===== src/rtl/pipe_hazard_ctrl.sv =====
// Pipeline sequencer: PC/nPC advance, register enables/flushes, redirect hold and perf counters.
// Latency: controls are combinational from state, pend and inputs; state and counters update on the clock edge.
// Backpressure: dc_busy freezes every stage; ic_busy or a load-use hazard stalls the front end only.
module pipe_hazard_ctrl #(
   parameter int ADDR_W = 64,
   parameter int CNT_W  = 32
) (
   input  logic              clk,
   input  logic              reset,
   input  logic              ic_busy,
   input  logic              dc_busy,
   input  logic              redirect_req,
   input  logic [ADDR_W-1:0] redirect_target,
   input  logic              annul_ds,
   input  logic              idex_is_load,
   input  logic              idex_is_ldd,
   input  logic [4:0]        idex_rd,
   input  logic [4:0]        id_rs1,
   input  logic [4:0]        id_rs2,
   input  logic              id_rs1_v,
   input  logic              id_rs2_v,
   output logic              pc_en,
   output logic              npc_load,
   output logic [ADDR_W-1:0] npc_target,
   output logic              ifid_en,
   output logic              idex_en,
   output logic              exmem_en,
   output logic              memwb_en,
   output logic              ifid_flush,
   output logic              idex_flush,
   output logic              memwb_flush,
   output logic [CNT_W-1:0]  stall_cnt,
   output logic [CNT_W-1:0]  flush_cnt
);

   typedef enum logic [1:0] {RUN, DSTALL, DROP} state_t;

   state_t            state, state_nx;
   logic              pend_v;
   logic [ADDR_W-1:0] pend_tgt;
   logic              pend_annul;

   logic              eff_v;
   logic [ADDR_W-1:0] eff_tgt;
   logic              eff_annul;
   logic              hazard;
   logic              rs1_hit, rs2_hit;

   logic              c_pc_en, c_npc_load, c_ifid_en, c_idex_en, c_exmem_en, c_memwb_en;
   logic              c_ifid_flush, c_idex_flush, c_memwb_flush;
   logic              pend_set, pend_clr, flush_inc;

   // A held redirect always takes precedence over a new one (upstream never overlaps them)
   always_comb begin
      eff_v     = pend_v | redirect_req;
      eff_tgt   = pend_v ? pend_tgt   : redirect_target;
      eff_annul = pend_v ? pend_annul : annul_ds;
   end

   // Load-use detection; a doubleword load writes the even/odd pair so only [4:1] is compared
   always_comb begin
      rs1_hit = id_rs1_v && (id_rs1 != 5'd0) &&
                (idex_is_ldd ? (id_rs1[4:1] == idex_rd[4:1]) : (id_rs1 == idex_rd));
      rs2_hit = id_rs2_v && (id_rs2 != 5'd0) &&
                (idex_is_ldd ? (id_rs2[4:1] == idex_rd[4:1]) : (id_rs2 == idex_rd));
      hazard  = (idex_is_load | idex_is_ldd) && (idex_rd != 5'd0) && (rs1_hit | rs2_hit);
   end

   // Per-cycle control decision; a DSTALL cycle whose D-cache ack has arrived behaves as RUN
   always_comb begin
      c_pc_en       = 1'b1;
      c_npc_load    = 1'b0;
      c_ifid_en     = 1'b1;
      c_idex_en     = 1'b1;
      c_exmem_en    = 1'b1;
      c_memwb_en    = 1'b1;
      c_ifid_flush  = 1'b0;
      c_idex_flush  = 1'b0;
      c_memwb_flush = 1'b0;
      pend_set      = 1'b0;
      pend_clr      = 1'b0;
      flush_inc     = 1'b0;
      state_nx      = state;
      if (dc_busy) begin
         c_pc_en       = 1'b0;
         c_ifid_en     = 1'b0;
         c_idex_en     = 1'b0;
         c_exmem_en    = 1'b0;
         c_memwb_en    = 1'b0;
         c_memwb_flush = 1'b1;
         pend_set      = redirect_req && !pend_v;
         state_nx      = (state == DROP) ? DROP : DSTALL;
      end else if (state == DROP) begin
         // Wrong-path fetch still in flight; its returning word is discarded too
         c_pc_en      = 1'b0;
         c_ifid_flush = 1'b1;
         if (!ic_busy) state_nx = RUN;
      end else begin
         state_nx = RUN;
         if (eff_v && ic_busy) begin
            c_pc_en      = 1'b0;
            c_ifid_flush = 1'b1;
            c_idex_flush = eff_annul;
            pend_set     = !pend_v;
            state_nx     = DROP;
         end else if (eff_v) begin
            c_npc_load   = 1'b1;
            c_ifid_flush = 1'b1;
            c_idex_flush = eff_annul;
            pend_clr     = 1'b1;
            flush_inc    = 1'b1;
         end else if (hazard) begin
            c_pc_en      = 1'b0;
            c_ifid_en    = 1'b0;
            c_idex_flush = 1'b1;
         end else if (ic_busy) begin
            c_pc_en      = 1'b0;
            c_ifid_flush = 1'b1;
         end
      end
   end

   // Reset forces every stage to hold a bubble
   always_comb begin
      pc_en       = reset & c_pc_en;
      npc_load    = reset & c_npc_load;
      npc_target  = (reset && c_npc_load) ? eff_tgt : '0;
      ifid_en     = reset & c_ifid_en;
      idex_en     = reset & c_idex_en;
      exmem_en    = reset & c_exmem_en;
      memwb_en    = reset & c_memwb_en;
      ifid_flush  = !reset | c_ifid_flush;
      idex_flush  = !reset | c_idex_flush;
      memwb_flush = !reset | c_memwb_flush;
   end

   // State, held redirect and performance counters
   always_ff @(posedge clk) begin
      if (!reset) begin
         state      <= RUN;
         pend_v     <= 1'b0;
         pend_tgt   <= '0;
         pend_annul <= 1'b0;
         stall_cnt  <= '0;
         flush_cnt  <= '0;
      end else begin
         state <= state_nx;
         if (pend_set) begin
            pend_v     <= 1'b1;
            pend_tgt   <= redirect_target;
            pend_annul <= annul_ds;
         end else if (pend_clr) begin
            pend_v <= 1'b0;
         end
         if (!c_pc_en) stall_cnt <= stall_cnt + CNT_W'(1);
         if (flush_inc) flush_cnt <= flush_cnt + CNT_W'(1);
      end
   end

endmodule

===== config.mk =====
export PLATFORM = sky130hd
export DESIGN_NAME = pipe_hazard_ctrl
export DESIGN_NICKNAME = d
export VERILOG_FILES = /design/src/rtl/pipe_hazard_ctrl.sv
export SDC_FILE = /design/constraint.sdc
export NUM_CORES = 1
export LEC_CHECK = 0
export BUFFER_PORTS_ARGS = -buffer_cell sky130_fd_sc_hd__clkbuf_2
export CAP_MARGIN = 20
export CORE_MARGIN = 2
export CORE_UTILIZATION = 45
export CTS_CLUSTER_DIAMETER = 200
export DETAILED_ROUTE_END_ITERATION = 16
export MAX_ROUTING_LAYER = met4
export PLACE_DENSITY = 0.72
export SYNTH_ARGS = -nofsm -noshare
export SYNTH_HDL_FRONTEND = slang
export SYNTH_SLANG_ARGS = --single-unit

===== constraint.sdc =====
create_clock -name clk -period 3.1 [get_ports clk]
set_clock_uncertainty 0.1 [all_clocks]
set_input_delay 0.155 -clock clk [delete_from_list [all_inputs] [get_ports clk]]
set_output_delay 0.155 -clock clk [all_outputs]
set_load 0.02 [all_outputs]

=== After elaboration in Yosys (flattened, before gate mapping) ===
Index checks and enable logic that the tools add are counted.

* Flip-flop bits (word level): 132
* Bits of input ports: 89
* Output and inout port bits: 137
* Word-level logic and storage cells: 82

* Add/subtract/negate cells: 2
* Eq/ne operators: 6
* Multiplexer cells: 43
* Bitwise operators: 10
* Reduce and logical (&&, ||, !) cells: 15

{| class="wikitable"
|+ Operators by type and width
! kind !! count
|-
| $mux W64 || 2
|-
| $add A32 B1 Y32 const B || 2
|-
| $mux W1 || 36
|-
| $reduce_bool A5 Y1 || 3
|-
| $eq A5 B5 Y1 || 2
|-
| $mux W2 || 5
|-
| $logic_and A1 B1 Y1 || 9
|-
| $eq A4 B4 Y1 || 2
|-
| $or A1 B1 Y1 || 6
|-
| $and A1 B1 Y1 || 4
|-
| $ne A3 B3 Y1 const B || 1
|-
| $eq A2 B2 Y1 const B || 1
|-
| $logic_not A1 Y1 || 2
|-
| $reduce_bool A2 Y1 || 1
|}

=== Depth between registers and ports, before layout ===
Gate-level depths: netlist of the first run.

* Depth in word-level cells: 11
* Depth in mapped cells: 7
* Mapped depth without buffers: 6

=== Worst setup path before layout of the first run ===
No wires, ideal clock.

* Kind: register to register
* Start: reg flush_cnt[0]
* End: reg flush_cnt[30]
* Library setup time: 0.070 ns
* Data arrival time: 2.247 ns
* Data required time: 2.930 ns
* Path slack: 0.683 ns
* Cell stages (with the launch flop): 8
* Path buffers: 1
* Period minus slack after synthesis: 2.417 ns
* Path through: dfxtp_1 ha_1 nand2_1 or4_4 or4_1 buf_2 or3_1 a21oi_1

* Longest elaborated chain between the ends: 1

{| class="wikitable"
|+ RTL lines
! item !! RTL line !! text
|-
| start, declared || 33 || <nowiki>output logic [CNT_W-1:0] flush_cnt</nowiki>
|-
| start signal, assigned || 156 || <nowiki>if (flush_inc) flush_cnt <= flush_cnt + CNT_W'(1);</nowiki>
|-
| $add A32 B1 Y32 || 156 ||
|}

No other way between the ends.
A chain may end at the register's enable or synchronous reset.

=== Worst setup path after layout of the first run ===
* Start: in dc_busy
* End: out npc_target[32]

* Longest elaborated chain between the ends: 3

{| class="wikitable"
|+ RTL lines
! item !! RTL line !! text
|-
| start, declared || 11 || <nowiki>input logic dc_busy,</nowiki>
|-
| $mux W1 || 84 || <nowiki>if (dc_busy) begin</nowiki>
|-
| $logic_and A1 B1 Y1 || 127 || <nowiki>npc_target = (reset && c_npc_load) ? eff_tgt : '0;</nowiki>
|-
| $mux W64 || 127 ||
|-
| end, declared || 24 || <nowiki>output logic [ADDR_W-1:0] npc_target,</nowiki>
|}

No other way between the ends.

==> impl_metrics.csv, run 1 <==
group,metric,value,unit
run_status,status,"finished, final reports clean",
die,initial_core_util,45.69,%
critical_path,path_cells,"dlygate4sd3_1 -> clkbuf_2 -> or2_0 -> nor3_1 -> nand2_2 -> buf_12 -> nor2_1 -> clkbuf_2",
critical_path,critPathMostFrequentCell,"clkbuf_2",
clock_tree,h-tree-depth,4,
routing,routed_via_density,5.424,
critical_path,critPathMaxStageDelay,0.55,ns
die,ioPinCount,226,
clock_tree,clk_latency,0.42,ns
global_routing,grt.total_usage,24.96,%
place,place_inst,1250,
critical_path,critPathBufInv,4,
global_routing,grt_pass1_vias,6632,
critical_path,r2r_start,"flush_cnt[0]",
routing,wl_per_cell,15.04,µm
pwr,fin_total_pwr,4.389,mW
global_routing,grt_pass1_wl,32320,µm
synthesis,synth-edff-count,0,
clock_tree,numCtsBuffers,17,
timing,worst_pin_slew,1.141,ns
critical_path,cp_data_arrival_time,2.54,ns
global_routing,grt_use_met1,30.31,%
die,dieArea,16330,µm²
synthesis,synth-seq-cells,132,
timing,slew_violations,0,
layout,diodes,0,
synthesis,seq_area_frac_synth,38.33,%
pwr,p_per_area,468.1,nW/µm²
timing,hold_viol_final,0,
layout,drive_gt1_share,23.88,%
critical_path,ff2ff_path_depth,6,
clock_tree,clock-sinks,132,
synthesis,yosys_warnings,0,
global_routing,grt_most_used_layer,"met2",
routing,vias,7312,
timing,fin_crit,2.794,ns
global_routing,met2_usage,41.11,%
worst_hold_path,timing.hold.worst_endpoint,"flush_cnt[23]",
layout,fillCellCount,1287,
layout,area_growth,36.01,%
critical_path,critPathTopFamily,"simple AND/OR/NAND/NOR gates",
pwr,p_leak,3.870,nW
critical_path,crit_type,"in -> out",
place,portBuffers,225,
critical_path,cp_max_fo,65,
routing,antenna_left,0,
routing,drcViolationCount,0,
place,hpwlAfterDp,12300,µm
place,gp_congestion,0.7888,
critical_path,critPathSlowestCell,"nor3_1",
global_routing,antenna_found_initial,0,
layout,instances_no_fill,1348,
synthesis,synthArstFlopShare,0,%
synthesis,synth-main-ff-cell,"dfxtp_1",
worst_hold_path,hp-start,"reset",
clock_tree,cts_buffer_depth,2,
synthesis,netlist_instances,889,
worst_hold_path,min_path_cells,2,
routing,drt_wl_total,20270,µm
clock_tree,cts_tree,"done",
timing,max_slew_margin,23.93,%
clock_tree,cts-root-buf,"clkbuf_16",
layout,finish.utilization,62.14,%
layout,fin_nets,1238,
critical_path,startpoint_type,"input pin",
timing,final.period_utilization,90.13,%
worst_hold_path,hold_path.class,"in -> reg",
routing,drtIter0Drc,558,
synthesis,syn_area_per_cell,7.755,µm²
routing,drt-pass1-iter-count,5,
critical_path,regToRegEndpoint,"flush_cnt[24]",
global_routing,gr-total-overflow,0,
die,fp-row-count,45,
clock_tree,path_clk_slew,0.06,ns
die,chipWidth,127.8,µm
synthesis,syn_area,6894,µm²
flow_run,max_cap_violations,0,
timing,rsz0062_at_grt,"no",
die,design.core.area,15090,µm²
timing,setup_viol,0,
critical_path,crit_required,2.84,ns
synthesis,synth_nets,980,
timing,hold_slack,0.1965,ns
die,die_y,127.8,µm
pwr,irDropWorstVdd,0.3760,mV
critical_path,cp-end-kind,"primary output",
timing,fmax,0.3579,GHz
global_routing,grt_max_degree,66,
global_routing,grt_util_met3,5.092,%
critical_path,rrSetupSlack,0.60,ns
synthesis,ys_types,45,
timing,fin_setup_tns,0,ns
==> cell usage after synthesis (12+ instances only) <==
master | n | area [µm²]
mux2i_1 | 95 | 950.9
nor2_1 | 90 | 337.8
nand2b_1 | 34 | 212.7
xnor2_1 | 19 | 166.4
dfxtp_1 | 132 | 2643
nand2_1 | 181 | 679.4
a31oi_1 | 17 | 106.4
nand3_1 | 20 | 100.1
a21oi_1 | 80 | 400.4
nand4_1 | 24 | 150.1
clkbuf_1 | 63 | 236.5
and3_1 | 12 | 75.07
o21ai_0 | 14 | 70.07
==> worst max path at each step <==
stage / cells after the start / from / to / slack (ns)
after floorplan: 7 / flush_cnt[0] / flush_cnt[30] / 0.68
after global placement: 6 / dc_busy / flush_cnt[24] / 0.59
after detailed placement: 6 / dc_busy / flush_cnt[26] / 0.54
after CTS: 8 / dc_busy / npc_target[56] / 0.33
after global routing: 8 / dc_busy / npc_target[32] / 0.15
final: 8 / dc_busy / npc_target[32] / 0.31
==> through the flow <==
step | cell area, µm² | setup slack [ns]
after global routing | 9376 | 0.1536
after floorplan | 6894 | 0.6826
final | 9376 | 0.3059
after global placement | 8132 | 0.5922
after detailed placement | 8132 | 0.5421
after CTS | 9376 | 0.3345
==> power by group <==
group / switching, mW / internal, mW
combinational: 0.333 / 0.253
sequential: 0.0371 / 1.76
clock: 0.781 / 1.23
total: 1.15 / 3.24
==> metal layers <==
layer  vias to the layer above  wire length (µm)
li1                       3587                 -
met1                      3395              8757
met2                       291              9828
met3                        39              1234
met4                         0               450
met5                         -                 0
==> registers in the layout (all words and copies together) (netlist names) <==
name,count
pend_tgt,64
flush_cnt,32
stall_cnt,32
state,2
pend_annul,1
pend_v,1
==> area by class of cell <==
class	instances	area (µm²)	area share, %
Multi-Input combinational cell	678	3954	42.17
Clock buffer	20	456.7	4.871
Tap cell	188	235.2	2.509
Inverter	12	45.04	0.4804
Sequential cell	132	2646	28.22
Timing Repair Buffer	306	1912	20.39
Clock inverter	12	127.6	1.361
==> cell families after synthesis <==
kind of cell / after synthesis / synth area share [%]
AND/OR/NAND/NOR: 418 / 28.19
AO/OA/AOI/OAI: 137 / 11.60
flip-flops: 132 / 38.33
multiplexers: 95 / 13.79
buffers and inverters: 79 / 4.428
XOR/XNOR: 26 / 3.303
adder cells (fa/ha/maj): 2 / 0.3629
==> timing repair <==
item                      CTS  global route
hold endpoints to repair   66             0
hold buffers               66             0
buffers inserted            0             0
gates resized for setup     0             0
==> cells in the final DEF, fill, tap and decap left out, drive strengths merged, types with 2 or more instances in the layout <==
cell,instances
clkbuf,245
nand2,181
dfxtp,132
mux2i,95
nor2,90
a21oi,80
dlygate4sd3,66
nand2b,34
nand4,24
nand3,20
xnor2,19
a31oi,17
buf,15
inv,15
o21ai,14
and3,12
nor3,11
nor4,11
and4,11
a311oi,11
or3,11
xor2,7
or4,5
clkinv,5
o31ai,3
o21bai,2
and2,2
o311a,2
ha,2
bufinv,2
clkinvlp,2
(Power assumes the default switching activity.)
==> inputs of run 2 (changes only) <==
--- a/config.mk
+++ b/config.mk
@@ -9,6 +9,7 @@
 export CAP_MARGIN = 20
 export CORE_MARGIN = 2
 export CORE_UTILIZATION = 45
+export CTS_BUF_LIST = sky130_fd_sc_hd__clkbuf_4 sky130_fd_sc_hd__clkbuf_8
 export CTS_CLUSTER_DIAMETER = 200
 export DETAILED_ROUTE_END_ITERATION = 16
 export MAX_ROUTING_LAYER = met4
==> constraint.sdc (replaced) <==
create_clock -name clk -period 3.1 [get_ports clk]
set_clock_uncertainty 0.1 [all_clocks]
set_input_delay 0.155 -clock clk [delete_from_list [all_inputs] [get_ports clk]]
set_output_delay 0.155 -clock clk [all_outputs]
set_load 0.1 [all_outputs]
==> run 2 against run 1 <==
Compared with the run above: final area is 11% higher; sequential share of layout area fell by 2.8 points; combinational power rose by 49%; critical path depth is 1 higher; worst hold slack lost 0.019 ns; clock power is 25% lower; non-clock buffer count up 4; maximum frequency decreased by 2.5%.
==> impl_metrics.csv, run 2 (same netlist as run 1, synthesis figures left out) <==
group,metric,value,unit
run_status,status,"finished, final reports clean",
routing,routed_via_density,5.541,
die,ioPinCount,226,
die,fp-row-count,45,
critical_path,critPathSlowestCell,"dlygate4sd3_1",
pwr,irDropWorstVdd,0.3368,mV
clock_tree,cts_tree,"done",
timing,hold_viol_final,0,
place,portBuffers,225,
clock_tree,clock-sinks,132,
global_routing,grt_pass1_wl,35240,µm
clock_tree,cts_setup_buffers,0,
routing,antenna_left,0,
timing,fmax,0.3489,GHz
critical_path,cp_data_arrival_time,2.61,ns
critical_path,critPathTopFamily,"buffers and inverters",
layout,instances_no_fill,1354,
clock_tree,cts_buffer_depth,2,
layout,fillCellCount,1111,
flow_run,max_cap_violations,0,
routing,wl_per_cell,16.26,µm
die,chipWidth,127.8,µm
layout,drive_gt1_share,28.44,%
global_routing,antenna_found_initial,2,
layout,finish.utilization,68.98,%
global_routing,gr-total-overflow,0,
layout,largest_register,"pend_tgt",
clock_tree,numCtsBuffers,17,
clock_tree,cts-root-buf,"clkbuf_8",
critical_path,critPathBufInv,5,
critical_path,cp_max_fo,33,
critical_path,startpoint_type,"input pin",
die,initial_core_util,45.69,%
die,die_y,127.8,µm
critical_path,critPathMaxStageDelay,0.54,ns
place,hpwlAfterDp,13960,µm
layout,layout_common_cells,"nand2_1, clkbuf_2, dfxtp_1",
worst_hold_path,hold_path.class,"in -> reg",
routing,drtIter0Drc,582,
layout,largest_reg_flops,64,
timing,setup_viol,0,
critical_path,crit_required,2.84,ns
timing,rsz0062_at_grt,"no",
critical_path,cp-end-kind,"primary output",
timing,worst_pin_slew,0.7357,ns
clock_tree,path_clk_slew,0.08,ns
die,dieArea,16330,µm²
critical_path,path_cells,"dlygate4sd3_1 -> clkbuf_2 -> or2_0 -> nor3_1 -> buf_4 -> nand2_4 -> buf_12 -> nor2_1 -> buf_12",
place,gp_congestion,0.8439,
pwr,p_leak,4.063,nW
timing,slew_violations,0,
routing,drt-pass1-iter-count,5,
place,place_inst,1252,
routing,drcViolationCount,0,
layout,top_regs,"pend_tgt (64), flush_cnt (32), stall_cnt (32)",
pwr,p_per_area,400.5,nW/µm²
clock_tree,cts_resized,0,
critical_path,rrSetupSlack,0.56,ns
layout,final_common_cell,"nand2_1",
die,design.core.area,15090,µm²
timing,fin_crit,2.866,ns
global_routing,grt.total_usage,27.51,%
routing,vias,7503,
routing,drt_wl_total,22020,µm
timing,hold_slack,0.1773,ns
clock_tree,h-tree-depth,4,
timing,max_slew_margin,50.95,%
global_routing,grt_pass1_vias,7124,
timing,final.period_utilization,92.46,%
clock_tree,clk_latency,0.46,ns
layout,fin_nets,1242,
global_routing,grt_max_degree,69,
critical_path,critPathMostFrequentCell,"buf_12",
critical_path,crit_type,"in -> out",
layout,area_growth,50.98,%
timing,fin_setup_tns,0,ns
## run 2: repair_timing
action | in CTS | in global routing
endpoints found under the setup margin | 0 | 0
hold buffers | 67 | 0
endpoints found under the hold margin | 68 | 0
## run 2: tightest hold or removal path: cells and delay by family
| kind | cells | cell delay (ns) |
|---|---|---|
| buffers and inverters | 1 | 0.12 |
| AND/OR/NAND/NOR | 2 | 0.27 |
| AO/OA/AOI/OAI | 1 | 0.15 |
## run 2: final timing paths
| kind | startpoint | endpoint | cells after the start |
|---|---|---|---|
| max | dc_busy | npc_target[63] | 9 |
| min reg2reg | pend_tgt[29] | pend_tgt[29] | 2 |
| min | redirect_req | state[1] | 4 |
| max reg2reg | flush_cnt[1] | flush_cnt[24] | 6 |
## run 2: metrics by stage
stage	area (µm²)	worst slack, ns	power (mW)
6_report	10410	0.2336	4.168
5_1_grt	10410	0.08784	4.338
4_1_cts	10380	0.2753	4.176
3_5_place_dp	9299	0.5211	2.612
3_3_place_gp	9299	0.5804	2.600
2_1_floorplan	7023	-0.1574	2.357
## run 2: final cells by class
type | instances | area [µm²] | share of cell area [%]
timing repair buffer | 310 | 2983 | 28.66
inverter | 12 | 45.04 | 0.4327
multi-input combinational | 678 | 4088 | 39.27
clock buffer | 21 | 282.8 | 2.717
tap | 188 | 235.2 | 2.260
clock inverter | 11 | 123.9 | 1.190
antenna | 2 | 5.005 | 0.04808
sequential | 132 | 2646 | 25.42
## run 2: routing by layer
metal  wire length, µm  share of wire [%]  vias to the layer above  global-route usage [%]
li1                  -                  -                     3615                       -
met1              9109                 41                     3565                   32.11
met2             10720                 49                      276                   44.42
met3              1491                6.8                       47                   8.180
met4               699                3.2                        0                   11.31
met5                 0                  0                        -                       -
## run 2: power by group
part           internal [mW]  total (mW)  switching, mW
clock                  0.791        1.50          0.713
combinational          0.323       0.873          0.550
sequential              1.75        1.79         0.0372
total                   2.87        4.17           1.30
==> inputs of run 3 (changes only) <==
--- a/config.mk
+++ b/config.mk
@@ -7,13 +7,14 @@
 export LEC_CHECK = 0
 export BUFFER_PORTS_ARGS = -buffer_cell sky130_fd_sc_hd__clkbuf_2
 export CAP_MARGIN = 20
-export CORE_MARGIN = 2
-export CORE_UTILIZATION = 45
+export CORE_MARGIN = 4
+export CORE_UTILIZATION = 50
 export CTS_BUF_LIST = sky130_fd_sc_hd__clkbuf_4 sky130_fd_sc_hd__clkbuf_8
 export CTS_CLUSTER_DIAMETER = 200
 export DETAILED_ROUTE_END_ITERATION = 16
+export GPL_TIMING_DRIVEN = 0
 export MAX_ROUTING_LAYER = met4
-export PLACE_DENSITY = 0.72
+export PLACE_DENSITY = 0.79
 export SYNTH_ARGS = -nofsm -noshare
 export SYNTH_HDL_FRONTEND = slang
 export SYNTH_SLANG_ARGS = --single-unit
==> run 3 against run 2 <==
Compared with the run above: global-route usage grew 2.1 points; non-clock buffer count grew 47; die area shrank 3.6%; maximum frequency shrank 2.6%; power grew 5.1%; sequential share of layout area grew 1.9 points; worst hold slack lost 0.045 ns; flip-flop and latch count is the same; largest cell class unchanged; highest routed layer unchanged.
==> impl_metrics.csv, run 3 (same netlist as run 1, synthesis figures left out) <==
group,metric,value,unit
layout,layout_common_cells,"nand2_1, clkbuf_2, dfxtp_1",
timing,final.period_utilization,94.91,%
place,place_inst,1290,
layout,largest_register,"pend_tgt",
timing,fin_crit,2.942,ns
critical_path,critPathSlowestCell,"dlygate4sd3_1",
timing,worst_pin_slew,0.7630,ns
critical_path,rrSetupSlack,0.54,ns
pwr,p_leak,3.864,nW
run_status,status,"finished, final reports clean",
routing,drcViolationCount,0,
timing,setup_ws,0.1577,ns
critical_path,regToRegEndpoint,"flush_cnt[31]",
clock_tree,h-tree-depth,4,
place,gp_congestion,0.9021,
global_routing,gr-total-overflow,0,
timing,fmax,0.3399,GHz
pwr,p_per_area,452.7,nW/µm²
worst_hold_path,hold_path.class,"in -> reg",
critical_path,crit_required,2.84,ns
clock_tree,cts-root-buf,"clkbuf_8",
critical_path,ff2ff_path_depth,6,
die,chipWidth,125.4,µm
place,portBuffers,225,
critical_path,critPathMaxStageDelay,0.56,ns
timing,hold_slack,0.1319,ns
timing,rsz0062_at_grt,"no",
pwr,fin_total_pwr,4.381,mW
critical_path,r2r_start,"pend_v",
timing,setup_viol,0,
global_routing,antenna_found_initial,0,
pwr,irDropWorstVdd,0.3394,mV
die,design.core.area,13350,µm²
routing,drtIter0Drc,640,
die,fp-row-count,42,
critical_path,endpoint,"npc_target[15]",
die,die_y,125.4,µm
clock_tree,cts_setup_buffers,0,
layout,instances_no_fill,1388,
clock_tree,numCtsBuffers,17,
die,dieArea,15730,µm²
timing,hold_viol_final,0,
clock_tree,cts_tree,"done",
layout,largest_reg_flops,64,
critical_path,cp_max_fo,10,
global_routing,grt_pass1_vias,7635,
worst_hold_path,min_path_cells,4,
global_routing,grt_pass1_wl,37160,µm
routing,drt_wl_total,23600,µm
routing,antenna_left,0,
layout,area_growth,40.36,%
critical_path,critPathLaunch,"dc_busy",
layout,drive_gt1_share,26.84,%
place,hpwlAfterDp,15350,µm
critical_path,path_cells,"dlygate4sd3_1 -> clkbuf_2 -> or2_0 -> clkbuf_1 -> nor3_4 -> nand2_1 -> clkbuf_2 -> buf_2 -> nor2_2 -> clkbuf_4",
layout,fillCellCount,1019,
die,ioPinCount,226,
clock_tree,clock-sinks,132,
global_routing,grt_max_degree,17,
critical_path,cp-end-kind,"primary output",
place,pre_cts_ws,-0.08646,ns
global_routing,grt.total_usage,29.59,%
clock_tree,clk_latency,0.46,ns
routing,vias,7897,
place,dpl-instance-area,8369,µm²
timing,max_slew_margin,49.13,%
die,initial_core_util,51.65,%
critical_path,startpoint_type,"input pin",
clock_tree,cts_buffer_depth,2,
critical_path,crit_type,"in -> out",
clock_tree,path_clk_slew,0.07,ns
critical_path,critPathMostFrequentCell,"clkbuf_2",
layout,final_common_cell,"nand2_1",
routing,routed_via_density,5.689,
flow_run,max_cap_violations,0,
layout,stdcell_area,9677,µm²
layout,top_regs,"pend_tgt (64), flush_cnt (32), stall_cnt (32)",
routing,drt-pass1-iter-count,5,
layout,fin_nets,1289,
routing,wl_per_cell,17.00,µm
timing,slew_violations,0,
critical_path,cp_data_arrival_time,2.69,ns
==> run 3: metal layers <==
layer | global-route usage [%] | up-vias | share of wire [%]
li1 | - | 3692 | -
met1 | 34.13 | 3693 | 39
met2 | 47.20 | 410 | 49
met3 | 8.145 | 102 | 7.8
met4 | 15.05 | 0 | 4.5
met5 | - | - | 0
==> run 3: repair_timing <==
action                                  4_1_cts  5_1_grt
hold buffers                                 66        0
endpoints found under the setup margin       65       53
gates resized for setup                      63       18
pin swaps                                     0        0
hold endpoints to repair                     66        0
==> run 3: area by class of cell <==
type / count / area [µm²] / area share (%)
timing repair buffer: 291 / 1924 / 19.89
clock buffer: 24 / 311.5 / 3.220
inverter: 12 / 45.04 / 0.4655
multi-input combinational: 678 / 4089 / 42.25
clock inverter: 8 / 170.2 / 1.758
buffer: 66 / 271.5 / 2.806
sequential: 132 / 2643 / 27.31
tap: 176 / 220.2 / 2.276
antenna: 1 / 2.502 / 0.02586
==> run 3: worst max-delay path: cells and delay by family <==
| family | cells | cell delay (ns) |
|---|---|---|
| and+or+nand+nor | 4 | 0.79 |
| buffers and inverters | 6 | 1.75 |
==> run 3: metrics by stage <==
stage	setup TNS, ns	util [%]
final	0	72.50
after global routing	0	72.48
after CTS	0	72.46
after detailed placement	-0.6951	62.70
after global placement	-0.1370	62.70
after floorplan	-0.1574	-
==> run 3: worst min path at each step <==
stage | start | to | slack, ns
floorplan | annul_ds | pend_annul | 0.19
global placement | redirect_target[52] | pend_tgt[52] | 0.29
detailed placement | redirect_target[18] | pend_tgt[18] | 0.30
CTS | redirect_req | state[1] | 0.11
global route | redirect_req | state[1] | 0.21
finish | redirect_req | state[1] | 0.13
==> run 3: where the power goes <==
part	switching [mW]	internal [mW]	leakage [nW]
combinational	0.555	0.268	2.55
sequential	0.0404	1.76	1.07
clock	0.692	1.07	0.240
